## config.mk

```make
export PLATFORM = sky130hd
export DESIGN_NAME = cpu_sequenciador
export DESIGN_NICKNAME = d
export VERILOG_FILES = /design/src/rtl/cpu_sequenciador.sv
export SDC_FILE = /design/constraint.sdc
export NUM_CORES = 1
export LEC_CHECK = 0
export CORE_MARGIN = 4
export CORE_UTILIZATION = 44
export CTS_CLUSTER_SIZE = 30
export DETAILED_ROUTE_END_ITERATION = 6
export PLACE_DENSITY = 0.72
export SLEW_MARGIN = 20
export SYNTH_ARGS = -nofsm -noshare
export SYNTH_HDL_FRONTEND = slang
export SYNTH_SLANG_ARGS = --single-unit
```

## constraint.sdc

```tcl
create_clock -name clock -period 2.2 [get_ports clock]
set_input_delay 0.22 -clock clock [delete_from_list [all_inputs] [get_ports clock]]
set_output_delay 0.22 -clock clock [all_outputs]
set_load 0.03 [all_outputs]
```

## src/rtl/cpu_sequenciador.sv

```systemverilog
// Multi-cycle phase sequencer: owns pc, ROM fetch wait, IN/OUT handshakes, HALT.
// Optional: define SEQ_TRAP_EN to trap illegal opcodes instead of executing a NOP.
module cpu_sequenciador #(
   parameter int ADDR_WIDTH  = 7,
   parameter int ROM_LATENCY = 1,
   parameter int COUNT_WIDTH = 16
) (
   input  logic                   clock,
   input  logic                   reset,
   input  logic [5:0]             opcode,
   input  logic                   zero,
   input  logic [ADDR_WIDTH-1:0]  jump_target,
   input  logic [ADDR_WIDTH-1:0]  jr_target,
   input  logic                   in_valid,
   input  logic                   out_ready,
   input  logic                   resume,
   output logic [ADDR_WIDTH-1:0]  pc,
   output logic                   ir_load,
   output logic                   reg_write,
   output logic                   mem_write,
   output logic                   in_ready,
   output logic                   out_valid,
   output logic                   halted,
   output logic [2:0]             state,
   output logic [COUNT_WIDTH-1:0] instr_count
);

   localparam int FW = (ROM_LATENCY > 1) ? $clog2(ROM_LATENCY) : 1;

   typedef enum logic [2:0] {
      S_FETCH  = 3'd0,
      S_DECODE = 3'd1,
      S_EXEC   = 3'd2,
      S_MEM    = 3'd3,
      S_WB     = 3'd4,
      S_IO     = 3'd5,
      S_HALTED = 3'd6,
      S_TRAP   = 3'd7
   } state_t;

   localparam logic [5:0] OP_ALUR  = 6'h00;
   localparam logic [5:0] OP_ALUI  = 6'h01;
   localparam logic [5:0] OP_LOAD  = 6'h02;
   localparam logic [5:0] OP_STORE = 6'h03;
   localparam logic [5:0] OP_BEQ   = 6'h04;
   localparam logic [5:0] OP_BNE   = 6'h05;
   localparam logic [5:0] OP_J     = 6'h06;
   localparam logic [5:0] OP_JR    = 6'h07;
   localparam logic [5:0] OP_IN    = 6'h08;
   localparam logic [5:0] OP_OUT   = 6'h09;
   localparam logic [5:0] OP_MOV   = 6'h0A;
   localparam logic [5:0] OP_HALT  = 6'h3F;

   state_t                 state_q, state_d;
   logic [FW-1:0]          fcnt_q, fcnt_d;
   logic [ADDR_WIDTH-1:0]  pc_q, pc_d;
   logic [COUNT_WIDTH-1:0] cnt_q, cnt_d;
   logic [5:0]             op_q, op_d;
   logic [ADDR_WIDTH-1:0]  pc_inc;
   logic                   fetch_last;
   logic                   to_fetch;
   logic                   retire;

   assign pc_inc     = pc_q + ADDR_WIDTH'(1);
   assign fetch_last = (fcnt_q == FW'(ROM_LATENCY - 1));

   always_comb begin
      state_d  = state_q;
      fcnt_d   = fcnt_q;
      pc_d     = pc_q;
      cnt_d    = cnt_q;
      op_d     = op_q;
      to_fetch = 1'b0;
      retire   = 1'b0;
      unique case (state_q)
         S_FETCH: begin
            if (fetch_last) begin
               fcnt_d  = '0;
               state_d = S_DECODE;
            end else begin
               fcnt_d = fcnt_q + FW'(1);
            end
         end
         S_DECODE: begin
            op_d = opcode;
            case (opcode)
               OP_ALUR, OP_ALUI, OP_MOV, OP_LOAD, OP_STORE,
               OP_BEQ, OP_BNE, OP_J, OP_JR: state_d = S_EXEC;
               OP_IN, OP_OUT:               state_d = S_IO;
               OP_HALT: begin
                  state_d = S_HALTED;
                  retire  = 1'b1;
               end
`ifdef SEQ_TRAP_EN
               default: state_d = S_TRAP;
`else
               default: state_d = S_EXEC;
`endif
            endcase
         end
         S_EXEC: begin
            case (op_q)
               OP_ALUR, OP_ALUI, OP_MOV: state_d = S_WB;
               OP_LOAD, OP_STORE:        state_d = S_MEM;
               OP_BEQ: begin
                  to_fetch = 1'b1;
                  pc_d     = zero ? jump_target : pc_inc;
               end
               OP_BNE: begin
                  to_fetch = 1'b1;
                  pc_d     = zero ? pc_inc : jump_target;
               end
               OP_J: begin
                  to_fetch = 1'b1;
                  pc_d     = jump_target;
               end
               OP_JR: begin
                  to_fetch = 1'b1;
                  pc_d     = jr_target;
               end
               // illegal opcodes retire here as a NOP
               default: begin
                  to_fetch = 1'b1;
                  pc_d     = pc_inc;
               end
            endcase
         end
         S_MEM: begin
            if (op_q == OP_STORE) begin
               to_fetch = 1'b1;
               pc_d     = pc_inc;
            end else begin
               state_d = S_WB;
            end
         end
         S_WB: begin
            to_fetch = 1'b1;
            pc_d     = pc_inc;
         end
         S_IO: begin
            if (op_q == OP_IN) begin
               if (in_valid) state_d = S_WB;
            end else if (out_ready) begin
               to_fetch = 1'b1;
               pc_d     = pc_inc;
            end
         end
         S_HALTED: begin
            // already counted on entry
            if (resume) begin
               state_d = S_FETCH;
               pc_d    = pc_inc;
            end
         end
         S_TRAP: state_d = S_TRAP;
      endcase
      if (to_fetch) begin
         state_d = S_FETCH;
         retire  = 1'b1;
      end
      if (retire) cnt_d = cnt_q + COUNT_WIDTH'(1);
   end

   always_ff @(posedge clock or negedge reset) begin
      if (!reset) begin
         state_q <= S_FETCH;
         fcnt_q  <= '0;
         pc_q    <= '0;
         cnt_q   <= '0;
         op_q    <= '0;
      end else begin
         state_q <= state_d;
         fcnt_q  <= fcnt_d;
         pc_q    <= pc_d;
         cnt_q   <= cnt_d;
         op_q    <= op_d;
      end
   end

   // ir_load is gated so no strobe is seen while reset is held
   assign ir_load     = (state_q == S_FETCH) && fetch_last && reset;
   assign reg_write   = (state_q == S_WB);
   assign mem_write   = (state_q == S_MEM) && (op_q == OP_STORE);
   assign in_ready    = (state_q == S_IO) && (op_q == OP_IN);
   assign out_valid   = (state_q == S_IO) && (op_q == OP_OUT);
   assign halted      = (state_q == S_HALTED);
   assign state       = state_q;
   assign pc          = pc_q;
   assign instr_count = cnt_q;

endmodule

```

==> flow_metrics.env <==
export IMPL_antenna_found_initial=0
export IMPL_drtIter0Drc=207
export IMPL_holdCritPathClass="in -> async"
export IMPL_ys_flop_type="dfrtp_1"
export IMPL_grt_overflow_total=0
export IMPL_post_route_period_util_pct=95.8
export IMPL_pwr_density_cell_mw_per_mm2=418
export IMPL_tightest_slew_ps=404
export IMPL_max_stage_delay_ps=670
export IMPL_cts_tree="done"
export IMPL_synthesis_area_sq_mm=0.00208
export IMPL_fp_dieW_microns=76.7
export IMPL_clkTransAtPathRegs_ps=70
export IMPL_finalHoldViolations=0
export IMPL_cts_sinks=32
export IMPL_power_share_combinational_pct=9.3
export IMPL_gp_congestion=0.846
export IMPL_arrival_ps=1890
export IMPL_area_growth_pct=36.9
export IMPL_setup_violations=0
export IMPL_grt_pass1_wl_microns=8870
export IMPL_use_met2_pct=26.7
export IMPL_htree_levels=2
export IMPL_cp_data_required_time_ps=1980
export IMPL_rows=24
export IMPL_status="completed"
export IMPL_p_int_uw=909
export IMPL_vdd_drop_max_mv=0.327
export IMPL_ys_ff_latch=32
export IMPL_final_cell_mix="clkdlybuf4s50_1, dfrtp_1, nand2_1"
export IMPL_rsz0062_at_grt="no"
export IMPL_syn_area_per_cell_sq_um=9.31
export IMPL_cts_made_buffers=5
export IMPL_yosys_warnings=0
export IMPL_critical_path_max_fanout=6
export IMPL_post_cts_buffers=0
export IMPL_cts_root_buffer="clkbuf_8"
export IMPL_clock_skew_ps=5.52
export IMPL_critPathKind="reg -> out"
export IMPL_use_met1_pct=26.8
export IMPL_drv_cap=0
export IMPL_p_sw_share_pct=23.4
export IMPL_slew_headroom_pct=73.1
export IMPL_core_area_sq_mm=0.00447
export IMPL_ys_seq_area_share_pct=38.6
export IMPL_grt_max_degree=33
export IMPL_vias=1924
export IMPL_wl_microns=5060
export IMPL_finalNetCount=320
export IMPL_cp_top_family="buffers and inverters"
export IMPL_start_util_pct=46.4
export IMPL_worst_setup_path_start_kind="register"
export IMPL_maxSlewViolCount=0
export IMPL_place_port_buffers=57
export IMPL_clkLatencyLatePin_ps=280
export IMPL_crit_buf_inv=1
export IMPL_p_clk_share_pct=39.9
export IMPL_groute_usage_overall_pct=18.1
export IMPL_die_area_sq_mm=0.00588
export IMPL_drive_above_1_share_pct=14.7
export IMPL_fin_crit_ps=2110
export IMPL_cts_buffer_depth=2
export IMPL_post_dp_hpwl_microns=3880
export IMPL_final_common_cell="clkdlybuf4s50_1"
export IMPL_synth_edf_count=0
export IMPL_syn_nets=252
export IMPL_drc=0
export IMPL_via_per_inst=5.59
export IMPL_crit_slowest_cell="clkdlybuf4s50_1"
export IMPL_ios=58
export IMPL_grt_pass1_vias=1814
export IMPL_antenna_cells=0
export IMPL_switchingPower_uw=278
export IMPL_cts_resized=3
export IMPL_async_flop_share_pct=100
export IMPL_dieHeight_microns=76.7
export IMPL_cellLeakagePower_uw=0.00114
export IMPL_endpoint_kind="primary output"
export IMPL_drt_wirelength_per_cell_microns=14.7
export IMPL_top_usage_layer="met1"
export IMPL_grt_util_met3_pct=4.33
export IMPL_detailedPlace_worstSlack_ps=126
export IMPL_setup_tns_ps=0
export IMPL_seqPwrFrac_pct=50.8
export IMPL_netlist_instances=223
export IMPL_crit_chain="nor2b_1, and2_1, clkdlybuf4s50_1"
export IMPL_antenna_left=0
export IMPL_timing_fmax_ghz=0.474
export IMPL_worst_slack_ps=91.9
export IMPL_first_pass_iters=4
export IMPL_cts_hold_buf=0
export IMPL_synthDistinctLibCells=63
==> metrics by stage <==
| stage | instance area (sq um) | total power, uW | util, % | hold WS [ps] | instances |
|---|---|---|---|---|---|
| after floorplan | 2080 | 644 | - | -75.6 | 223 |
| after global placement | 2750 | 725 | 61.4 | 463 | 336 |
| after detailed placement | 2750 | 726 | 61.4 | 474 | 336 |
| after CTS | 2840 | 1200 | 63.5 | 390 | 344 |
| after global routing | 2840 | 1240 | 63.5 | 428 | 344 |
| final | 2840 | 1190 | 63.5 | 372 | 344 |
==> power by group through the flow <==
stage	combinational (uW)	sequential, uW	clock (uW)
final	110	603	473
after global placement	111	614	0
after global routing	120	604	518
after detailed placement	112	615	0
after CTS	112	603	488
after floorplan	17.4	627	0
==> synthesized netlist by cell type, drive strengths merged, types with 5 or more instances <==
| cell type | count | area, sq um |
|---|---|---|
| a31oi | 5 | 37.5 |
| nor2b | 5 | 31.3 |
| nand2 | 23 | 86.3 |
| nor3 | 6 | 41.3 |
| inv | 7 | 26.3 |
| buf | 7 | 55.1 |
| nand4 | 8 | 50.1 |
| mux2 | 7 | 78.8 |
| and3 | 5 | 31.3 |
| nand3 | 6 | 30.0 |
| o21ai | 16 | 80.1 |
| dfrtp | 32 | 801 |
| nor2 | 14 | 60.1 |
| a22oi | 5 | 37.5 |
| a21oi | 9 | 48.8 |
| xnor2 | 13 | 114 |
==> logic make-up after synthesis <==
group | count (synthesis) | share of synthesized area (%)
simple gates | 94 | 26.5
compound gates | 53 | 17.7
flops | 32 | 38.6
buf+inv | 17 | 4.46
xor+xnor | 16 | 6.75
mux | 8 | 4.28
fa+ha+maj | 3 | 1.81
==> cell type report <==
cell class                      count  area, sq um
Timing Repair Buffer               71          669
Clock buffer                        6         82.6
Fill cell                         385         1630
Sequential cell                    32          801
Inverter                            7         26.3
Multi-Input combinational cell    174         1180
Clock inverter                      2         15.0
Tap cell                           52         65.1
==> registers in the layout, indices dropped and copies added, names as in the netlist <==
signal and cells:
pc 7, op_q 6, instr_count 16, state 3
==> final timing paths <==
path,slack (ps),from,cells past startpoint,end
min in group clock,480,instr_count[15]$_DFFE_PN0P_,1,instr_count[15]$_DFFE_PN0P_
max in group asynchronous,1530,reset,2,pc[6]$_DFFE_PN0P_
max,90,state[2]$_DFFE_PN0P_,3,halted
min,370,reset,2,instr_count[2]$_DFFE_PN0P_
min reg2reg,480,instr_count[15]$_DFFE_PN0P_,1,instr_count[15]$_DFFE_PN0P_
max reg2reg,120,op_q[2]$_DFFE_PN0P_,6,instr_count[1]$_DFFE_PN0P_
==> layer usage <==
layer  up-vias  part of all wire [%]
met5         -                     0
met4         0                  0.79
met3         5                   4.8
met2        52                    45
met1       919                    49
li1        948                     -
No activity file was read; power rests on OpenSTA's default activity.
